[src/rtl/lc3_fetch_ctrl_pkg.sv]
// Shared types and defaults for the LC-3 fetch-side controller.
package lc3_fetch_ctrl_pkg;

  typedef enum logic [1:0] {
    StIdle,
    StFetch,
    StMem,
    StCtrl
  } state_e;

  localparam int unsigned CtrlBubbleDefault = 3;
  localparam int unsigned MemTimeoutDefault = 15;
  localparam int unsigned CountWDefault     = 16;

  typedef struct packed {
    logic proto_err;
    logic tmo_err;
  } err_flags_t;

endpackage

[src/rtl/lc3_fetch_proto_chk.sv]
// Combinational view of Fetch protocol violations; the top registers them into a sticky flag.
module lc3_fetch_proto_chk (
  input  logic        clk_i,
  input  logic        rst_i,
  input  logic [15:0] pc_i,
  input  logic [15:0] npc_i,
  input  logic        rd_i,
  input  logic        en_fetch_i,
  input  logic        en_upc_i,
  input  logic        redirect_i,
  output logic        err_o
);

  logic        seq_arm_q;
  logic [15:0] npc_prev_q;

  // A plain sequential fetch cycle obliges the next pc to equal this cycle's npc.
  always_ff @(posedge clk_i) begin
    if (rst_i) begin
      seq_arm_q  <= 1'b0;
      npc_prev_q <= '0;
    end else begin
      seq_arm_q  <= en_fetch_i & en_upc_i & ~redirect_i;
      npc_prev_q <= npc_i;
    end
  end

  always_comb begin
    err_o = (rd_i & ~en_fetch_i)
          | (en_fetch_i & (npc_i != pc_i + 16'd1))
          | (seq_arm_q & (pc_i != npc_prev_q));
  end

endmodule

[src/rtl/lc3_fetch_ctrl.sv]
// Fetch-side controller: stalls for memory ops, bubbles for control flow, checks Fetch, counts fetches.
module lc3_fetch_ctrl
  import lc3_fetch_ctrl_pkg::*;
#(
  parameter int unsigned CTRL_BUBBLE = CtrlBubbleDefault,
  parameter int unsigned MEM_TIMEOUT = MemTimeoutDefault,
  parameter int unsigned COUNT_W     = CountWDefault
) (
  input  logic               clock,
  input  logic               reset,
  input  logic [15:0]        pc,
  input  logic [15:0]        npc,
  input  logic               instrmem_rd,
  input  logic               mem_req,
  input  logic               ctrl_req,
  input  logic               br_taken,
  input  logic               complete_data,
  output logic               enable_fetch,
  output logic               enable_updatePC,
  output logic [COUNT_W-1:0] fetch_count,
  output logic               stalled,
  output logic               proto_err,
  output logic               timeout_err
);

  localparam int unsigned BubW = $clog2(CTRL_BUBBLE + 1);
  localparam int unsigned TmoW = $clog2(MEM_TIMEOUT + 1);

  state_e             state_q, state_d;
  logic [BubW-1:0]    bub_q, bub_d;
  logic [TmoW-1:0]    tmo_q, tmo_d;
  logic               br_q, br_d;
  logic               en_fetch_q, en_fetch_d;
  logic               en_upc_q, en_upc_d;
  logic               stalled_q, stalled_d;
  logic [COUNT_W-1:0] count_q, count_d;
  err_flags_t         err_q, err_d;
  logic               fsm_proto, tmo_hit, chk_err, redirect;

  always_ff @(posedge clock) begin
    if (reset) begin
      state_q    <= StIdle;
      bub_q      <= '0;
      tmo_q      <= '0;
      br_q       <= 1'b0;
      en_fetch_q <= 1'b0;
      en_upc_q   <= 1'b0;
      stalled_q  <= 1'b0;
      count_q    <= '0;
      err_q      <= '0;
    end else begin
      state_q    <= state_d;
      bub_q      <= bub_d;
      tmo_q      <= tmo_d;
      br_q       <= br_d;
      en_fetch_q <= en_fetch_d;
      en_upc_q   <= en_upc_d;
      stalled_q  <= stalled_d;
      count_q    <= count_d;
      err_q      <= err_d;
    end
  end

  always_comb begin
    state_d   = state_q;
    bub_d     = bub_q;
    tmo_d     = tmo_q;
    br_d      = br_q;
    fsm_proto = 1'b0;
    tmo_hit   = 1'b0;
    unique case (state_q)
      StIdle: begin
        state_d   = StFetch;
        fsm_proto = mem_req | ctrl_req;
      end
      StFetch: begin
        if (ctrl_req) begin
          state_d   = StCtrl;
          bub_d     = BubW'(CTRL_BUBBLE - 1);
          br_d      = br_taken;
          fsm_proto = mem_req;
        end else if (mem_req) begin
          state_d = StMem;
          tmo_d   = '0;
        end
      end
      StMem: begin
        fsm_proto = mem_req | ctrl_req;
        // A completion on the timeout cycle wins: normal exit, no error.
        if (complete_data) begin
          state_d = StFetch;
        end else if (tmo_q == TmoW'(MEM_TIMEOUT - 1)) begin
          state_d = StFetch;
          tmo_hit = 1'b1;
        end else begin
          tmo_d = tmo_q + 1'b1;
        end
      end
      StCtrl: begin
        fsm_proto = mem_req | ctrl_req;
        if (bub_q == '0) begin
          state_d = StFetch;
        end else begin
          bub_d = bub_q - 1'b1;
        end
      end
      default: state_d = StIdle;
    endcase
  end

  // Outputs are registered, so they are decoded from the next state.
  always_comb begin
    en_fetch_d      = (state_d == StFetch);
    en_upc_d        = (state_d == StFetch) || ((state_d == StCtrl) && (bub_d == '0));
    stalled_d       = (state_d != StFetch);
    count_d         = count_q + COUNT_W'(en_fetch_q & instrmem_rd);
    err_d.proto_err = err_q.proto_err | fsm_proto | chk_err;
    err_d.tmo_err   = err_q.tmo_err | tmo_hit;
  end

  assign redirect = en_upc_q & ~en_fetch_q & br_q;

  lc3_fetch_proto_chk u_proto_chk (
    .clk_i      (clock),
    .rst_i      (reset),
    .pc_i       (pc),
    .npc_i      (npc),
    .rd_i       (instrmem_rd),
    .en_fetch_i (en_fetch_q),
    .en_upc_i   (en_upc_q),
    .redirect_i (redirect),
    .err_o      (chk_err)
  );

  assign enable_fetch    = en_fetch_q;
  assign enable_updatePC = en_upc_q;
  assign fetch_count     = count_q;
  assign stalled         = stalled_q;
  assign proto_err       = err_q.proto_err;
  assign timeout_err     = err_q.tmo_err;

endmodule

[config.mk]
export PLATFORM = sky130hd
export DESIGN_NAME = lc3_fetch_ctrl
export DESIGN_NICKNAME = d
export VERILOG_FILES = /design/src/rtl/lc3_fetch_ctrl_pkg.sv /design/src/rtl/lc3_fetch_proto_chk.sv /design/src/rtl/lc3_fetch_ctrl.sv
export SDC_FILE = /design/constraint.sdc
export NUM_CORES = 1
export LEC_CHECK = 0
export ABC_AREA = 1
export CORE_ASPECT_RATIO = 0.5
export CORE_MARGIN = 3
export CORE_UTILIZATION = 46
export DETAILED_ROUTE_END_ITERATION = 6
export GPL_TIMING_DRIVEN = 0
export PLACE_DENSITY_LB_ADDON = 0.3
export SYNTH_ARGS = -nofsm -noshare
export SYNTH_HDL_FRONTEND = slang
export SYNTH_HIERARCHICAL = 1
export SYNTH_SLANG_ARGS = --single-unit
[constraint.sdc]
create_clock -name clock -period 1.5 [get_ports clock]
set_input_delay 0.3 -clock clock [delete_from_list [all_inputs] [get_ports clock]]
set_output_delay 0.3 -clock clock [all_outputs]
set_load 0.05 [all_outputs]
==> results of run 1 <==
-- report_power, final --
group          internal (mW)  switching (mW)
combinational          0.246           0.325
sequential              1.30          0.0303
clock                  0.625           0.487
-- cells in the final DEF (no fill, tap or decap), drive strengths merged, types with 6 or more instances in the layout --
cell type and instances:
nand4 14, nand3 36, xnor2 22, nor2 76
buf 17, a21oi 18, clkdlybuf4s15 15, xor2 6
clkbuf 18, clkdlybuf4s50 16, o21ai 6, dfxtp 47
inv 75, dlymetal6s2s 9, nand2 119
-- layer usage --
metal	part of all wire, %	wire, um	GRT usage (%)
met5	0	0	0
met4	1.2	80	5.07
met3	3.7	246	3.73
met2	48	3200	32.0
met1	47	3130	23.1
-- cells in the mapped netlist --
library cell               number
sky130_fd_sc_hd__o211ai_1       1
sky130_fd_sc_hd__or2_0          1
sky130_fd_sc_hd__and2_1         1
sky130_fd_sc_hd__a21oi_1       18
sky130_fd_sc_hd__o21bai_1       1
sky130_fd_sc_hd__nand4_1       14
sky130_fd_sc_hd__nand3_4        2
sky130_fd_sc_hd__nor2_1        65
sky130_fd_sc_hd__a31oi_1        1
sky130_fd_sc_hd__nor2_4         5
sky130_fd_sc_hd__nor3_1         1
sky130_fd_sc_hd__ha_1           5
sky130_fd_sc_hd__nand3_1       32
sky130_fd_sc_hd__o21ai_1        2
sky130_fd_sc_hd__a22oi_1        1
sky130_fd_sc_hd__dfxtp_1       47
sky130_fd_sc_hd__xor2_1         6
sky130_fd_sc_hd__inv_1         72
sky130_fd_sc_hd__nand2_1      114
sky130_fd_sc_hd__buf_2          3
sky130_fd_sc_hd__xnor2_1       22
sky130_fd_sc_hd__nand2_2        5
sky130_fd_sc_hd__o21a_1         1
sky130_fd_sc_hd__o21ai_0        4
sky130_fd_sc_hd__nor3_2         1
sky130_fd_sc_hd__nor2_2         6
sky130_fd_sc_hd__clkbuf_1       2
sky130_fd_sc_hd__nand3_2        2
sky130_fd_sc_hd__inv_2          3
-- layout make-up --
cell class / instances / area [um2]
Fill cell: 505 / 1830
Multi-Input combinational cell: 311 / 1730
Sequential cell: 47 / 947
Timing Repair Buffer: 69 / 656
Inverter: 75 / 282
Clock buffer: 6 / 129
Tap cell: 73 / 91.3
Buffer: 5 / 23.8
Clock inverter: 2 / 17.5
-- through the flow --
step           TNS, ns  instance area [um2]
5_1_grt         -0.301                 3880
3_5_place_dp     -8.17                 3580
6_report        -0.168                 3880
4_1_cts         -0.216                 3760
2_1_floorplan        0                 2910
3_3_place_gp     -7.94                 3580
-- flip-flops by register name, indices dropped and copies added, names as in the netlist --
register and flops:
br_q 1, proto_err 1, timeout_err 1, stalled 1, enable_updatePC 1, enable_fetch 1, bub_q 2, u_proto_chk/seq_arm_q 1
state_q 2, tmo_q 4, u_proto_chk/npc_prev_q 16, fetch_count 16
-- worst paths after layout --
| kind | slack (ns) | startpoint | depth (start not counted) | endpoint |
|---|---|---|---|---|
| min | 0.28 | npc[9] | 3 | u_proto_chk/npc_prev_q[9] |
| max | -0.17 | pc[11] | 12 | proto_err |
| min reg2reg | 0.46 | tmo_q[0] | 1 | tmo_q[0] |
| max reg2reg | 0.10 | u_proto_chk/npc_prev_q[11] | 8 | proto_err |
-- logic make-up after synthesis --
group | after synthesis
AOI/OAI and AO/OA | 29
and+or+nand+nor | 249
buffers and inverters | 80
xor gates and xnor gates | 28
adders and majority gates | 5
DFF | 47
-- what timing repair did --
action	4_1_cts	5_1_grt
pin swaps	4	18
resized for setup	74	59
endpoints found under the setup margin	38	8
endpoints found under the hold margin	0	0
buffers inserted	3	9
cloned	0	0
hold buffers	0	0
-- tightest hold or removal path, cell delays in order --
cell and delay [ns]:
sky130_fd_sc_hd__dlymetal6s2s_1 0.10, sky130_fd_sc_hd__inv_1 0.05, sky130_fd_sc_hd__nor2_1 0.07
==> flow_metrics.tcl, run 1 <==
set metrics [dict create \
    run_status "finished, violations left" \
    violated_checks "setup timing" \
    placed_cells_incl_taps 569 \
    fp-row-count 19 \
    cap_viol_max_count 0 \
    most_area_hungry_cell_type_in_the_yosys_netlist "sky130_fd_sc_hd__dfxtp_1" \
    maximum_root_to_sink_buffer_count 2 \
    synthesis.yosys.warnings 6 \
    critical-path-slowest-cell "sky130_fd_sc_hd__dlygate4sd2_1" \
    crit_required_ns 1.67 \
    grt_start_max_net_pins 16 \
    least_margin_pin_slew_ns 0.488 \
    slew_violations 0 \
    syn_nets 482 \
    cts_root_buf "sky130_fd_sc_hd__clkbuf_16" \
    number_of_global_route_vias_before_repair 2398 \
    post-dp-hpwl_um 4880 \
    ir_drop_mv 0.479 \
    floorplan.io_pins 60 \
    worst_path_most_repeated_cell "sky130_fd_sc_hd__nand2_1" \
    cts_tree "built" \
    cts.sink_count 47 \
    dr_total_vias 2827 \
    synth-simple-area-share_pct 39.7 \
    portBuffers 58 \
    htree_levels 2 \
    cts.clk_slew.worst_paths_ns 0.07 \
    start_util_pct 49.7 \
    worst_slew_margin_rel_pct 67.6 \
    synth.distinct_cells 29 \
    synth.top_cell.area_share_pct 33.2 \
    worst-path-max-fanout 6 \
    setup_ws_ns -0.168 \
    die_h_um 61.5 \
    remaining_drc_errors 0 \
    timing.critical_path.from_type "input port" \
    worstPathArrival_ns 1.84 \
    layout-area-overhead-vs-synth_pct 36.8 \
    dp_worst_setup_slack_ns -0.960 \
    final_core_utilization_pct 68.0 \
    finalCriticalPeriod_ns 1.67 \
    grt-ovfl-total 0 \
    setup-violations-final 1 \
    synth_adder_area_share_pct 2.21 \
    cp_slowest_stage_delay_ns 0.32 \
    skew_pair_late_insertion_delay_ns 0.29 \
    final_min_period_over_clock_period_pct 111 \
    worstHoldPathType "in -> reg" \
    grt_antenna_before_repair 0 \
    drt_pass1_iterations 4 \
    fin_worst_skew_ns 0.00612 \
    unrepaired_setup_endpoints_after_global_routing "true" \
    worstPathCellList "dlygate4sd2_1 > nand2_1 > nor2_1 > nand2_1 > o21bai_1 > nand3_1 > nor2_1 > nand3_1 > nand2_1 > nand2_1 > nor2_1 > a31oi_1" \
    timing.critical_path.max_delay_family "simple AND/OR/NAND/NOR gates" \
    antenna_cells_inserted 0 \
    drtIter0Drc 103 \
    fin_nets 558 \
    post_route_cells_drive_above_1_share_pct 18.4 \
    avgViaCountPerCell 4.81 \
    postRouteWirelength_um 6650 \
    synth_compound_gate_area_share_pct 5.51 \
    netlist_instances 438 \
    yosys.area_share.xor_xnor_pct 8.65 \
    gp_weighted_congestion 0.860 \
    global_route_usage_over_all_layers_pct 18.2 \
    synth.avg_cell_area_um2 6.48 \
    global_route_wire_length_before_repair_um 10300 \
    pwr_cell_area_mw_per_mm2 776 \
    instances_no_fill 588 \
    fp.coreArea_mm2 0.00571 \
    timing_hold_violations_final 0 \
    antenna_left 0 \
    p_leak_nw 1.83 \
    yosysSeqAreaShare_pct 33.2 \
    wire_per_inst_um 11.3 \
    multiplexer_fraction_of_the_synthesized_cell_area_pct 0 \
    max_freq_ghz 0.600 \
    hold_slack_ns 0.277 \
    number_of_synthesized_register_bits 47 \
    setup.worst_path.class "in -> reg" \
    cts_inserted_buffers 5 \
    die-width_um 117 \
    synth.area.top_cells "sky130_fd_sc_hd__dfxtp_1, sky130_fd_sc_hd__nand2_1, sky130_fd_sc_hd__inv_1, sky130_fd_sc_hd__nor2_1, sky130_fd_sc_hd__xnor2_1" \
    total_power_mw 3.01 \
    floorplan.die_area_mm2 0.00720 \
    path_buf_inv 1 \
    largest_family_of_logic_cells_by_synthesized_area "simple AND/OR/NAND/NOR gates" \
    synth.cell_area_mm2 0.00284 \
    endpoint_kind "flop" \
]
(Power assumes the default switching activity.)
==> run 2: changes to the inputs <==
- CELL_PAD_IN_SITES_DETAIL_PLACEMENT: unset -> 0
- CELL_PAD_IN_SITES_GLOBAL_PLACEMENT: unset -> 2
- CORE_UTILIZATION: 46 -> 24
==> run 2 against run 1 <==
Compared with the run above: the run still ends with setup timing left; first-iteration DRC count rose by 11%; register-to-register slack barely moved; via count fell by 3.0%; clock power rose by 5%; sequential power barely moved; maximum frequency rose by 5.2%; die area rose by 84%; utilization fell by 33 points; cell count rose by 14%; non-clock buffer count fell by 2; flip-flop and latch count did not move; wire length rose by 13%.
==> flow_metrics.tcl, run 2 (synthesis gave the netlist of run 1 again) <==
set metrics [dict create \
    worst-path-max-fanout 8 \
    worstPathArrival_ns 1.76 \
    dp_worst_setup_slack_ns -1.06 \
    htree_levels 2 \
    final_min_period_over_clock_period_pct 106 \
    setup.worst_path.class "in -> reg" \
    antenna_left 0 \
    setup-violations-final 1 \
    grt-ovfl-total 0 \
    crit_required_ns 1.68 \
    drt_pass1_iterations 4 \
    placed_cells_incl_taps 655 \
    cap_viol_max_count 0 \
    fillerInstances 1238 \
    tns_ns -0.0848 \
    cts.clk_slew.worst_paths_ns 0.07 \
    run_status "finished, violations left" \
    rr_startpoint "u_proto_chk/npc_prev_q[8]" \
    cts_root_buf "sky130_fd_sc_hd__clkbuf_16" \
    fp.coreArea_mm2 0.0112 \
    ir_drop_mv 0.642 \
    layout_commonest_cell "sky130_fd_sc_hd__nand2_1" \
    reg2reg_slack_ns 0.10 \
    number_of_global_route_vias_before_repair 2679 \
    setup_ws_ns -0.0848 \
    crit_path_end "proto_err" \
    endpoint_kind "flop" \
    finalCriticalPeriod_ns 1.58 \
    cts.sink_count 47 \
    timing.critical_path.from_type "input port" \
    antenna_cells_inserted 0 \
    max_freq_ghz 0.631 \
    slew_violations 0 \
    unrepaired_setup_endpoints_after_global_routing "true" \
    post-dp-hpwl_um 5920 \
    skew_pair_late_insertion_delay_ns 0.29 \
    layout-area-overhead-vs-synth_pct 39.8 \
    worst_setup_path_startpoint "pc[1]" \
    postRouteWirelength_um 7520 \
    floorplan.die_area_mm2 0.0132 \
    layout.cells.most_common_list "sky130_fd_sc_hd__nand2_1, sky130_fd_sc_hd__inv_1, sky130_fd_sc_hd__nor2_1" \
    avgViaCountPerCell 4.08 \
    global_route_wire_length_before_repair_um 12700 \
    maximum_root_to_sink_buffer_count 2 \
    grt_antenna_before_repair 0 \
    worstHoldPathType "in -> reg" \
    remaining_drc_errors 0 \
    wire_per_inst_um 11.2 \
    cts_inserted_buffers 5 \
    fin_nets 556 \
    reg2regPathDepth 8 \
    least_margin_pin_slew_ns 0.498 \
    start_util_pct 25.2 \
    p_leak_nw 1.84 \
    grt_start_max_net_pins 17 \
    instances_no_fill 672 \
    violated_checks "setup timing" \
    rr_endpoint "proto_err" \
    pwr_cell_area_mw_per_mm2 771 \
    fp-row-count 27 \
    gp_weighted_congestion 0.706 \
    global_route_usage_over_all_layers_pct 11.7 \
    worst_slew_margin_rel_pct 66.9 \
    dr_total_vias 2743 \
    floorplan.io_pins 60 \
    drtIter0Drc 114 \
    cts_tree "built" \
    portBuffers 58 \
    die-width_um 160 \
    timing_hold_violations_final 0 \
    fin_worst_skew_ns 0.00619 \
    post_route_cells_drive_above_1_share_pct 20.1 \
    die_h_um 82.9 \
]
-- run 2: timing repair --
| action | CTS | global route |
|---|---|---|
| pin swaps | 5 | 19 |
| gates cloned | 0 | 0 |
| setup buffers | 3 | 6 |
| hold buffers | 0 | 0 |
| hold endpoints to repair | 0 | 0 |
| endpoints found under the setup margin | 38 | 23 |
| resized for setup | 91 | 61 |
-- run 2: report_power, final --
part           switching (mW)  total, mW  leakage [nW]  internal, mW
clock network           0.530       1.16        0.0746         0.629
logic                   0.330      0.572          1.38         0.242
registers              0.0298       1.33         0.387          1.30
total                   0.890       3.06          1.84          2.17
-- run 2: worst max-delay path, cell delays in order --
cell	delay, ns
sky130_fd_sc_hd__buf_8	0.08
sky130_fd_sc_hd__ha_4	0.15
sky130_fd_sc_hd__nand2_4	0.06
sky130_fd_sc_hd__nor2_4	0.24
sky130_fd_sc_hd__nand3_2	0.11
sky130_fd_sc_hd__nand2_1	0.07
sky130_fd_sc_hd__inv_1	0.03
sky130_fd_sc_hd__nor2_1	0.10
sky130_fd_sc_hd__nand2_1	0.07
sky130_fd_sc_hd__nor2_2	0.13
sky130_fd_sc_hd__nand3_2	0.09
sky130_fd_sc_hd__nand2_1	0.07
sky130_fd_sc_hd__nand2_1	0.06
sky130_fd_sc_hd__nor2_1	0.11
sky130_fd_sc_hd__a31oi_1	0.08
-- run 2: worst min-delay path by stage --
stage	from	endpoint	slack [ns]	cells after the start
floorplan	npc[0]	u_proto_chk/npc_prev_q[0]	0.41	2
global placement	br_q	br_q	0.46	2
detailed placement	tmo_q[0]	tmo_q[0]	0.46	1
CTS	tmo_q[0]	tmo_q[0]	0.47	1
global route	npc[7]	u_proto_chk/npc_prev_q[7]	0.29	3
finish	npc[14]	u_proto_chk/npc_prev_q[14]	0.28	3
-- run 2: area by class of cell --
cell class              instances  area (um2)  area share, %
repair buffers                 67         623           15.7
plain buffers                   5        25.0          0.631
multi-input cells             311        1740           43.9
well taps                     159         199           5.02
clock buffers                   5         125           3.16
clock inverters                 3        22.5          0.568
inverters                      75         282           7.10
flip-flops and latches         47         947           23.9
-- run 2: stage by stage --
| step | hold slack (ns) | util [%] | power [mW] | cell area [um2] |
|---|---|---|---|---|
| 2_1_floorplan | 0.407 | - | 1.69 | 2910 |
| 3_3_place_gp | 0.455 | 32.8 | 1.93 | 3680 |
| 6_report | 0.279 | 35.2 | 3.06 | 3970 |
| 4_1_cts | 0.468 | 34.5 | 3.11 | 3890 |
| 5_1_grt | 0.290 | 35.2 | 3.25 | 3970 |
| 3_5_place_dp | 0.456 | 32.8 | 1.92 | 3680 |
-- run 2: per-layer routing --
metal  wire length (um)  global-route usage [%]  up-vias
li1                   -                       -     1498
met1               3880                    16.0     1212
met2               3370                    18.9       31
met3                231                    2.94        2
met4                 34                    1.67        0
met5                  0                       0        -
==> run 3: changes to the inputs <==
- CORE_UTILIZATION: 24 -> 30
- DONT_BUFFER_PORTS: unset -> 1
==> run 3 against run 2 <==
Compared with the run above: the flow still finishes with violations (setup timing); non-clock buffer count shrank 60; maximum frequency grew 4.1%; hold slack lost 0.17 ns; utilization grew 1.6 points; largest cell class unchanged.
==> flow_metrics.tcl, run 3 (synthesis gave the netlist of run 1 again) <==
set metrics [dict create \
    worst_path_most_repeated_cell "sky130_fd_sc_hd__nand2_1" \
    p_leak_nw 1.48 \
    worstPathCellList "nand2_2 > inv_2 > ha_4 > buf_4 > nand3_4 > nor2_4 > nand2_1 > nand2_1 > a21oi_1" \
    crit_required_ns 1.67 \
    gp_weighted_congestion 0.723 \
    postPlaceCellArea_mm2 0.00305 \
    die_h_um 74.8 \
    fin_area_mm2 0.00330 \
    finalCriticalPeriod_ns 1.52 \
    die-width_um 144 \
    timing.critical_path.max_delay_family "simple AND/OR/NAND/NOR gates" \
    avgViaCountPerCell 4.42 \
    cts.clk_slew.worst_paths_ns 0.07 \
    layout_commonest_cell "sky130_fd_sc_hd__nand2_1" \
    floorplan.die_area_mm2 0.0107 \
    maximum_root_to_sink_buffer_count 2 \
    global_route_usage_over_all_layers_pct 13.5 \
    post-dp-hpwl_um 5500 \
    worstHoldPathCells 2 \
    hold_slack_ns 0.111 \
    antenna_left 0 \
    fp.coreArea_mm2 0.00895 \
    unrepaired_setup_endpoints_after_global_routing "true" \
    timing.critical_path.from_type "flop" \
    grt_start_max_net_pins 17 \
    fillerInstances 988 \
    floorplan.io_pins 60 \
    setup-violations-final 3 \
    ir_drop_mv 0.414 \
    critical-path-slowest-cell "sky130_fd_sc_hd__dfxtp_4" \
    worst-path-max-fanout 6 \
    post_cts_hold_buffer_count 0 \
    antenna_cells_inserted 0 \
    drt_pass1_iterations 4 \
    setup_ws_ns -0.0220 \
    worstPathArrival_ns 1.70 \
    grt_antenna_before_repair 0 \
    area.sequential_um2 958 \
    cts_root_buf "sky130_fd_sc_hd__clkbuf_16" \
    slew_violations 0 \
    drtIter0Drc 88 \
    cts_inserted_buffers 5 \
    remaining_drc_errors 0 \
    number_of_global_route_vias_before_repair 2340 \
    layout.cells.most_common_list "sky130_fd_sc_hd__nand2_1, sky130_fd_sc_hd__inv_1, sky130_fd_sc_hd__nor2_1" \
    rr_startpoint "enable_fetch" \
    fin_worst_skew_ns 0.00561 \
    max_freq_ghz 0.657 \
    dp_worst_setup_slack_ns -0.382 \
    run_status "finished, violations left" \
    final_min_period_over_clock_period_pct 101 \
    total_power_mw 2.88 \
    cp_slowest_stage_delay_ns 0.47 \
    setup.worst_path.class "reg -> reg" \
    postRouteWirelength_um 7050 \
    pwr_cell_area_mw_per_mm2 874 \
    timing_hold_violations_final 0 \
    post_route_cells_drive_above_1_share_pct 15.5 \
    wire_per_inst_um 12.4 \
    fin_nets 496 \
    endpoint_kind "flop" \
    min_from "npc[0]" \
    dr_total_vias 2521 \
    global_route_wire_length_before_repair_um 11400 \
    fp-row-count 24 \
    violated_checks "setup timing" \
    start_util_pct 31.7 \
    grt-ovfl-total 0 \
    path_buf_inv 2 \
    worst_setup_path_startpoint "enable_fetch" \
    reg2regPathDepth 9 \
    layout-area-overhead-vs-synth_pct 16.2 \
    worstHoldPathType "in -> reg" \
    multi_input_area_mm2 0.00169 \
    worst_slew_margin_rel_pct 58.4 \
    cap_viol_max_count 0 \
    least_margin_pin_slew_ns 0.622 \
    critical_path_cell_count 9 \
    cts.sink_count 47 \
    final_core_utilization_pct 36.8 \
    skew_pair_late_insertion_delay_ns 0.29 \
    portBuffers 0 \
    cts_tree "built" \
    htree_levels 2 \
]
run 3: path summary, 6_finish.rpt:
kind	end	slack, ns
worst max-delay path	fetch_count[15]	-0.02
worst min-delay path	u_proto_chk/npc_prev_q[0]	0.11
worst max register to register	fetch_count[15]	-0.02
worst min register to register	tmo_q[0]	0.46
run 3: repair_timing:
action	4_1_cts	5_1_grt
endpoints found under the hold margin	0	0
buffers inserted	4	3
resized for setup	13	8
pin swaps	6	9
setup endpoints to repair	12	12
run 3: cell type report:
cell class	instances	share of cell area, %
plain buffers	5	0.759
clock buffers	5	3.80
clock inverters	3	0.683
inverters	75	8.54
multi-input cells	311	51.1
flip-flops and latches	47	29.1
well taps	117	4.44
repair buffers	7	1.59
run 3: metal layers:
| metal | GRT usage (%) | wire length (um) | vias up |
|---|---|---|---|
| met5 | 0 | 0 | - |
| met3 | 4.44 | 341 | 5 |
| met2 | 21.6 | 3060 | 28 |
| li1 | - | - | 1382 |
| met4 | 3.44 | 63 | 0 |
| met1 | 17.8 | 3580 | 1106 |
run 3: where the power goes:
part / switching (mW) / internal (mW)
sequential: 0.0851 / 1.30
combinational: 0.200 / 0.147
clock: 0.525 / 0.628
total: 0.810 / 2.07
run 3: metrics by stage:
| step | instances | TNS, ns |
|---|---|---|
| final | 570 | -0.0432 |
| after detailed placement | 555 | -1.23 |
| after global placement | 555 | -1.24 |
| after CTS | 567 | -0.0301 |
| after floorplan | 438 | 0 |
| after global routing | 570 | -1.00 |
